File: src/rtl/pcie_tag_pkg.sv
// Shared constants and tag-state encoding for the PCIe
// non-posted tag scheduler and the endpoint.
package pcie_tag_pkg;

  localparam int NUM_TAGS_DEF = 32;
  localparam int TAG_W_DEF    = 8;
  localparam int HDR_W_DEF    = 32;

  localparam logic RQ0 = 1'b0;
  localparam logic RQ1 = 1'b1;

  typedef enum logic {
    TAG_FREE = 1'b0,
    TAG_BUSY = 1'b1
  } tag_state_e;

endpackage

File: src/rtl/pcie_tag_scheduler_if.sv
// Request, TX and completion bundle between the requesters,
// the tag scheduler and the endpoint TX path.
interface pcie_tag_scheduler_if #(
  parameter int TAG_W = 8,
  parameter int HDR_W = 32
);

  logic [1:0]       req_valid;
  logic [HDR_W-1:0] req0_header;
  logic [HDR_W-1:0] req1_header;
  logic [1:0]       req_ready;

  logic             tx_valid;
  logic [HDR_W-1:0] tx_header;
  logic [TAG_W-1:0] tx_tag;
  logic             tx_ready;

  logic             cpl_valid;
  logic [TAG_W-1:0] cpl_tag;
  logic             cpl_last;
  logic             cpl_owner_valid;
  logic             cpl_owner;
  logic             cpl_err;

  logic [TAG_W:0]   outstanding;
  logic             tags_full;

  modport slave (
    input  req_valid, req0_header, req1_header,
    input  tx_ready,
    input  cpl_valid, cpl_tag, cpl_last,
    output req_ready,
    output tx_valid, tx_header, tx_tag,
    output cpl_owner_valid, cpl_owner, cpl_err,
    output outstanding, tags_full
  );

  modport master (
    output req_valid, req0_header, req1_header,
    output tx_ready,
    output cpl_valid, cpl_tag, cpl_last,
    input  req_ready,
    input  tx_valid, tx_header, tx_tag,
    input  cpl_owner_valid, cpl_owner, cpl_err,
    input  outstanding, tags_full
  );

endinterface

File: src/rtl/pcie_tag_freelist.sv
// Tag state bitmap with a lowest-free priority encoder
// and an allocated-tag counter.
module pcie_tag_freelist
  import pcie_tag_pkg::*;
#(
  parameter int NUM_TAGS = NUM_TAGS_DEF,
  parameter int TAG_W    = TAG_W_DEF
) (
  input  logic             clk,
  input  logic             reset,
  input  logic             alloc,
  input  logic             rel_valid,
  input  logic [TAG_W-1:0] rel_tag,
  input  logic [TAG_W-1:0] query_tag,
  output logic [TAG_W-1:0] free_tag,
  output logic             any_free,
  output logic             query_busy,
  output logic [TAG_W:0]   count
);

  tag_state_e     state_q [NUM_TAGS];
  tag_state_e     state_d [NUM_TAGS];
  logic [TAG_W:0] count_q;
  logic [TAG_W:0] count_d;

  // Downward scan so the last hit is the lowest index.
  always_comb begin
    free_tag = '0;
    any_free = 1'b0;
    for (int i = NUM_TAGS - 1; i >= 0; i--) begin
      if (state_q[i] == TAG_FREE) begin
        free_tag = TAG_W'(i);
        any_free = 1'b1;
      end
    end
  end

  always_comb begin
    query_busy = 1'b0;
    for (int i = 0; i < NUM_TAGS; i++) begin
      if (query_tag == TAG_W'(i) &&
          state_q[i] == TAG_BUSY) begin
        query_busy = 1'b1;
      end
    end
  end

  always_comb begin
    state_d = state_q;
    for (int i = 0; i < NUM_TAGS; i++) begin
      if (alloc && free_tag == TAG_W'(i)) begin
        state_d[i] = TAG_BUSY;
      end
      if (rel_valid && rel_tag == TAG_W'(i)) begin
        state_d[i] = TAG_FREE;
      end
    end
    count_d = count_q
            + {{TAG_W{1'b0}}, alloc}
            - {{TAG_W{1'b0}}, rel_valid};
  end

  always_ff @(posedge clk) begin
    if (reset) begin
      for (int i = 0; i < NUM_TAGS; i++) begin
        state_q[i] <= TAG_FREE;
      end
      count_q <= '0;
    end else begin
      state_q <= state_d;
      count_q <= count_d;
    end
  end

  assign count = count_q;

endmodule

File: src/rtl/pcie_tag_scheduler.sv
// Round-robin sharing of the non-posted tag pool between two
// requesters, with a registered TX slot and completion routing.
module pcie_tag_scheduler
  import pcie_tag_pkg::*;
#(
  parameter int NUM_TAGS = NUM_TAGS_DEF,
  parameter int TAG_W    = TAG_W_DEF,
  parameter int HDR_W    = HDR_W_DEF
) (
  input  logic                 clk,
  input  logic                 reset,
  pcie_tag_scheduler_if.slave  bus
);

  logic             rr_q, rr_d;
  logic             tx_valid_q, tx_valid_d;
  logic [HDR_W-1:0] tx_header_q, tx_header_d;
  logic [TAG_W-1:0] tx_tag_q, tx_tag_d;
  logic             cpl_ov_q, cpl_ov_d;
  logic             cpl_owner_q, cpl_owner_d;
  logic             cpl_err_q, cpl_err_d;
  logic             owner_q [NUM_TAGS];
  logic             owner_d [NUM_TAGS];

  logic             slot_open;
  logic             grant;
  logic             win;
  logic             cpl_hit;
  logic             rel_valid;
  logic             owner_rd;
  logic [TAG_W-1:0] free_tag;
  logic             any_free;
  logic             query_busy;
  logic [TAG_W:0]   count;

  pcie_tag_freelist #(
    .NUM_TAGS (NUM_TAGS),
    .TAG_W    (TAG_W)
  ) u_freelist (
    .clk        (clk),
    .reset      (reset),
    .alloc      (grant),
    .rel_valid  (rel_valid),
    .rel_tag    (bus.cpl_tag),
    .query_tag  (bus.cpl_tag),
    .free_tag   (free_tag),
    .any_free   (any_free),
    .query_busy (query_busy),
    .count      (count)
  );

  assign slot_open = !tx_valid_q || bus.tx_ready;
  assign grant     = slot_open && any_free && (|bus.req_valid);
  assign cpl_hit   = bus.cpl_valid && query_busy;
  assign rel_valid = cpl_hit && bus.cpl_last;

  always_comb begin
    unique case (bus.req_valid)
      2'b11:   win = rr_q;
      2'b10:   win = RQ1;
      default: win = RQ0;
    endcase
  end

  always_comb begin
    bus.req_ready = 2'b00;
    if (grant) begin
      bus.req_ready = (win == RQ1) ? 2'b10 : 2'b01;
    end
  end

  always_comb begin
    owner_rd = 1'b0;
    for (int i = 0; i < NUM_TAGS; i++) begin
      if (bus.cpl_tag == TAG_W'(i)) begin
        owner_rd = owner_q[i];
      end
    end
  end

  always_comb begin
    rr_d        = rr_q;
    tx_valid_d  = tx_valid_q;
    tx_header_d = tx_header_q;
    tx_tag_d    = tx_tag_q;
    owner_d     = owner_q;
    if (grant) begin
      rr_d        = ~rr_q;
      tx_valid_d  = 1'b1;
      tx_header_d = (win == RQ1) ? bus.req1_header
                                 : bus.req0_header;
      tx_tag_d    = free_tag;
      for (int i = 0; i < NUM_TAGS; i++) begin
        if (free_tag == TAG_W'(i)) begin
          owner_d[i] = win;
        end
      end
    end else if (bus.tx_ready) begin
      tx_valid_d = 1'b0;
    end
  end

  always_comb begin
    cpl_ov_d    = cpl_hit;
    cpl_owner_d = cpl_hit ? owner_rd : cpl_owner_q;
    cpl_err_d   = bus.cpl_valid && !cpl_hit;
  end

  always_ff @(posedge clk) begin
    if (reset) begin
      rr_q        <= RQ0;
      tx_valid_q  <= 1'b0;
      tx_header_q <= '0;
      tx_tag_q    <= '0;
      cpl_ov_q    <= 1'b0;
      cpl_owner_q <= 1'b0;
      cpl_err_q   <= 1'b0;
      for (int i = 0; i < NUM_TAGS; i++) begin
        owner_q[i] <= 1'b0;
      end
    end else begin
      rr_q        <= rr_d;
      tx_valid_q  <= tx_valid_d;
      tx_header_q <= tx_header_d;
      tx_tag_q    <= tx_tag_d;
      cpl_ov_q    <= cpl_ov_d;
      cpl_owner_q <= cpl_owner_d;
      cpl_err_q   <= cpl_err_d;
      owner_q     <= owner_d;
    end
  end

  assign bus.tx_valid        = tx_valid_q;
  assign bus.tx_header       = tx_header_q;
  assign bus.tx_tag          = tx_tag_q;
  assign bus.cpl_owner_valid = cpl_ov_q;
  assign bus.cpl_owner       = cpl_owner_q;
  assign bus.cpl_err         = cpl_err_q;
  assign bus.outstanding     = count;
  assign bus.tags_full       =
    (count == (TAG_W + 1)'(NUM_TAGS));

endmodule

File: src/flat_wrapper.sv
// flat-port wrapper written by rule: the top's interface ports become plain ports
module pcie_tag_scheduler_flat import pcie_tag_pkg::*;
#(
  parameter int NUM_TAGS = NUM_TAGS_DEF,
  parameter int TAG_W    = TAG_W_DEF,
  parameter int HDR_W    = HDR_W_DEF
)
  (clk, reset, bus_req_valid, bus_req0_header, bus_req1_header, bus_tx_ready, bus_cpl_valid, bus_cpl_tag, bus_cpl_last, bus_req_ready, bus_tx_valid, bus_tx_header, bus_tx_tag, bus_cpl_owner_valid, bus_cpl_owner, bus_cpl_err, bus_outstanding, bus_tags_full);
  pcie_tag_scheduler_if #(.TAG_W(TAG_W), .HDR_W(HDR_W)) bus_i ();
  input  logic clk;
  input  logic reset;
  input wire logic [$bits(bus_i.req_valid)-1:0] bus_req_valid;
  input wire logic [$bits(bus_i.req0_header)-1:0] bus_req0_header;
  input wire logic [$bits(bus_i.req1_header)-1:0] bus_req1_header;
  input wire logic [$bits(bus_i.tx_ready)-1:0] bus_tx_ready;
  input wire logic [$bits(bus_i.cpl_valid)-1:0] bus_cpl_valid;
  input wire logic [$bits(bus_i.cpl_tag)-1:0] bus_cpl_tag;
  input wire logic [$bits(bus_i.cpl_last)-1:0] bus_cpl_last;
  output wire logic [$bits(bus_i.req_ready)-1:0] bus_req_ready;
  output wire logic [$bits(bus_i.tx_valid)-1:0] bus_tx_valid;
  output wire logic [$bits(bus_i.tx_header)-1:0] bus_tx_header;
  output wire logic [$bits(bus_i.tx_tag)-1:0] bus_tx_tag;
  output wire logic [$bits(bus_i.cpl_owner_valid)-1:0] bus_cpl_owner_valid;
  output wire logic [$bits(bus_i.cpl_owner)-1:0] bus_cpl_owner;
  output wire logic [$bits(bus_i.cpl_err)-1:0] bus_cpl_err;
  output wire logic [$bits(bus_i.outstanding)-1:0] bus_outstanding;
  output wire logic [$bits(bus_i.tags_full)-1:0] bus_tags_full;
  assign bus_i.req_valid = bus_req_valid;
  assign bus_i.req0_header = bus_req0_header;
  assign bus_i.req1_header = bus_req1_header;
  assign bus_i.tx_ready = bus_tx_ready;
  assign bus_i.cpl_valid = bus_cpl_valid;
  assign bus_i.cpl_tag = bus_cpl_tag;
  assign bus_i.cpl_last = bus_cpl_last;
  assign bus_req_ready = bus_i.req_ready;
  assign bus_tx_valid = bus_i.tx_valid;
  assign bus_tx_header = bus_i.tx_header;
  assign bus_tx_tag = bus_i.tx_tag;
  assign bus_cpl_owner_valid = bus_i.cpl_owner_valid;
  assign bus_cpl_owner = bus_i.cpl_owner;
  assign bus_cpl_err = bus_i.cpl_err;
  assign bus_outstanding = bus_i.outstanding;
  assign bus_tags_full = bus_i.tags_full;
  pcie_tag_scheduler #(.NUM_TAGS(NUM_TAGS), .TAG_W(TAG_W), .HDR_W(HDR_W)) u_core (.clk(clk), .reset(reset), .bus(bus_i));
endmodule
File: config.mk
export PLATFORM = sky130hd
export DESIGN_NAME = pcie_tag_scheduler_flat
export DESIGN_NICKNAME = d
export VERILOG_FILES = /design/src/rtl/pcie_tag_pkg.sv /design/src/rtl/pcie_tag_scheduler_if.sv /design/src/rtl/pcie_tag_freelist.sv /design/src/rtl/pcie_tag_scheduler.sv /design/src/flat_wrapper.sv
export SDC_FILE = /design/constraint.sdc
export NUM_CORES = 1
export LEC_CHECK = 0
export CAP_MARGIN = 25
export CORE_MARGIN = 1
export CORE_UTILIZATION = 45
export CTS_CLUSTER_SIZE = 16
export DETAILED_ROUTE_END_ITERATION = 7
export PLACE_DENSITY = 0.71
export SLEW_MARGIN = 5
export SYNTH_ARGS = -nofsm -noshare
export SYNTH_HDL_FRONTEND = slang
export SYNTH_HIERARCHICAL = 1
export SYNTH_SLANG_ARGS = --single-unit
File: constraint.sdc
create_clock -name clk -period 4.4 [get_ports clk]
set_clock_uncertainty 0.1 [all_clocks]
set_input_delay 0.88 -clock clk [delete_from_list [all_inputs] [get_ports clk]]
set_output_delay 0.88 -clock clk [all_outputs]
set_load 0.005 [all_outputs]
==> flow_metrics.tcl <==
set metrics [dict create \
    cts_resized 0 \
    drtPass1Iterations 5 \
    drv_slew 0 \
    cap_violations 0 \
    synth_seq_area_share_pct 35.1 \
    vdd_ir_drop_max_mv 0.277 \
    wl_um 20000 \
    power.density_mw_per_mm2 377 \
    diodes 0 \
    p_clk_share_pct 41.4 \
    layout_common_cells "nand2_1 (172), clkdlybuf4s50_1 (131), dfxtp_1 (118)" \
    seq_power_share_pct 35.7 \
    syn_avg_cell_area_um2 7.59 \
    p_sw_mw 0.915 \
    fmax_mhz 241 \
    worstPathMaxFanout 14 \
    synth-seq-cells 118 \
    hold_viol 0 \
    vias 6841 \
    grt_start_max_net_pins 69 \
    power_leakage_nw 3.32 \
    cell_internal_pwr_mw 2.42 \
    setup_viol 0 \
    yosysUniqueCellTypes 75 \
    drt_iter0_drc 630 \
    min_period_over_period_pct 94.4 \
    tightest_slew_ps 717 \
    cts_max_level 4 \
    cp.required_ps 4590 \
    crit_arrival_ps 4340 \
    synthTopCellsByArea "dfxtp_1 (35%), nand2_1 (9.6%), nor2_1 (5.2%)" \
    clk_latency_ps 420 \
    die_w_um 124 \
    stdcell_count 1213 \
    grt.overflow.total 0 \
    core_mm2 0.0146 \
    criticalPathCategory "in2reg" \
    ioPinCount 135 \
    synth_largest_area_cell "dfxtp_1" \
    dp_slack_ps -279 \
    crit_path_end_kind "flop" \
    start_util_pct 46.2 \
    gp_congestion 0.943 \
    hold_path.class "reg2reg" \
    routedWlPerCell_um 16.5 \
    antenna_left 0 \
    drive_gt1_share_pct 9.33 \
    fin_crit_ps 4150 \
    clk_pin_slew_ps 60 \
    layout_commonest_cell "nand2_1" \
    cts_root_buf "clkbuf_16" \
    fp.dieArea_mm2 0.0155 \
    async_reset_ff_share_pct 0 \
    grt_use_total_pct 25.8 \
    portBuffers 134 \
    outcome "finished, final reports clean" \
    layout_setup_ws_ps 246 \
    grt_pass1_vias 6214 \
    power_mw 3.34 \
    rsz0062_at_grt "no" \
    combPwrFrac_pct 22.9 \
    drc 0 \
    cts_tree "done" \
    clock_sinks 118 \
    synthCells 888 \
    synth_top_flop_cell "dfxtp_1" \
    areaGrowthSynthToFinish_pct 31.3 \
    rows 44 \
    via_per_inst 5.64 \
    cts_hold_buf 0 \
    grt_pass1_wl_um 32200 \
    synth_edf_count 0 \
    post-dp-hpwl_um 14100 \
    swShare_pct 27.4 \
    nets 1105 \
    post-route-util_pct 60.7 \
    die_h_um 124 \
    cts_buffers 17 \
    dp.cells 1181 \
    hold_slack_ps 354 \
    synth_top_area_share_pct 35.1 \
    clock_path_buffers 2 \
    netlist_area_mm2 0.00674 \
    antenna_found_initial 0 \
    crit_path_start_kind "primary input" \
    yosys_warnings 6 \
    maxSlewHeadroom_pct 51.7 \
    post-cts-setup-buffer-count 0 \
]
==> cells in the mapped netlist, types with 9 or more instances <==
cell and instances:
mux2i_1 21, a211oi_1 17, o21ai_0 32, nand3b_1 9, clkbuf_1 29, nand3_1 35, nor2b_1 13, inv_1 28
nand4_1 13, nor3_1 16, a31oi_1 24, nor4_1 10, nand2b_1 17, a21oi_1 63, nor2_1 93, buf_2 11
dfxtp_1 118, nand2_1 172, a311oi_1 35, ha_1 9
==> area by class of cell <==
cell class / count / area [µm²]
clock inverter: 8 / 96.3
inverter: 30 / 115
tap: 184 / 230
clock buffer: 24 / 492
timing repair buffer: 164 / 1590
fill: 1310 / 5740
sequential: 118 / 2360
multi-input combinational: 685 / 3970
==> final timing paths <==
path                                                     from                         end  slack (ps)  cells after the start
worst max-delay path                           bus_cpl_tag[2]  u_core/u_freelist/count[8]         250                     20
worst min-delay path                       u_core/owner_q[29]          u_core/owner_q[29]         350                      2
worst max register to register  u_core/u_freelist/state_q[29]  u_core/u_freelist/count[8]         860                     17
worst min register to register             u_core/owner_q[29]          u_core/owner_q[29]         350                      2
==> flip-flops by register name, indices dropped and copies added, names as in the netlist <==
signal,cells
u_core/bus.tx_tag,8
u_core/bus.tx_valid,1
u_core/u_freelist/state_q,32
u_core/u_freelist/count,9
u_core/rr_q,1
u_core/bus.cpl_owner,1
u_core/bus.cpl_owner_valid,1
u_core/bus.tx_header,32
u_core/bus.cpl_err,1
u_core/owner_q,32
==> metrics by stage <==
step,cell area [µm²],setup TNS [ps]
final,8850,0
after global routing,8850,0
after CTS,8840,0
after detailed placement,8250,-434
after global placement,8250,-208
after floorplan,6750,0
==> power groups by stage <==
stage          clock network [mW]  registers [mW]  logic [mW]
2_1_floorplan                   0            1.21       0.440
3_3_place_gp                    0            1.21       0.749
3_5_place_dp                    0            1.21       0.751
4_1_cts                      1.40            1.19       0.756
5_1_grt                      1.46            1.20       0.841
6_report                     1.38            1.19       0.765
==> routing by layer <==
metal | track usage, % | routed length [µm]
met4 | 14.9 | 919
met5 | 0 | 0
met2 | 40.9 | 9390
met3 | 4.60 | 1010
met1 | 32.9 | 8690
==> kinds of logic after synthesis <==
group / after synthesis / share of synthesized area (%)
AND/OR/NAND/NOR: 431 / 31.3
XOR/XNOR: 7 / 0.910
other: 1 / 0.0556
flip-flops: 118 / 35.1
AO/OA/AOI/OAI: 211 / 20.6
buffers and inverters: 87 / 6.39
multiplexers: 23 / 3.79
adder cells (fa/ha/maj): 10 / 1.97
==> critical path: stages <==
cell and delay [ps]:
clkdlybuf4s50_1 500, buf_12 140, and4b_2 220, a31oi_1 130, nor2_1 50, a31oi_1 150, nand4_1 80, and3_1 200
and3_1 160, ha_1 290, inv_1 60, ha_1 170, inv_1 70, fa_1 420, nor2b_2 140, o21ai_0 120
a21o_1 210, a31oi_2 140, xnor2_1 130, nor2_1 50
(Power assumes the default switching activity.)
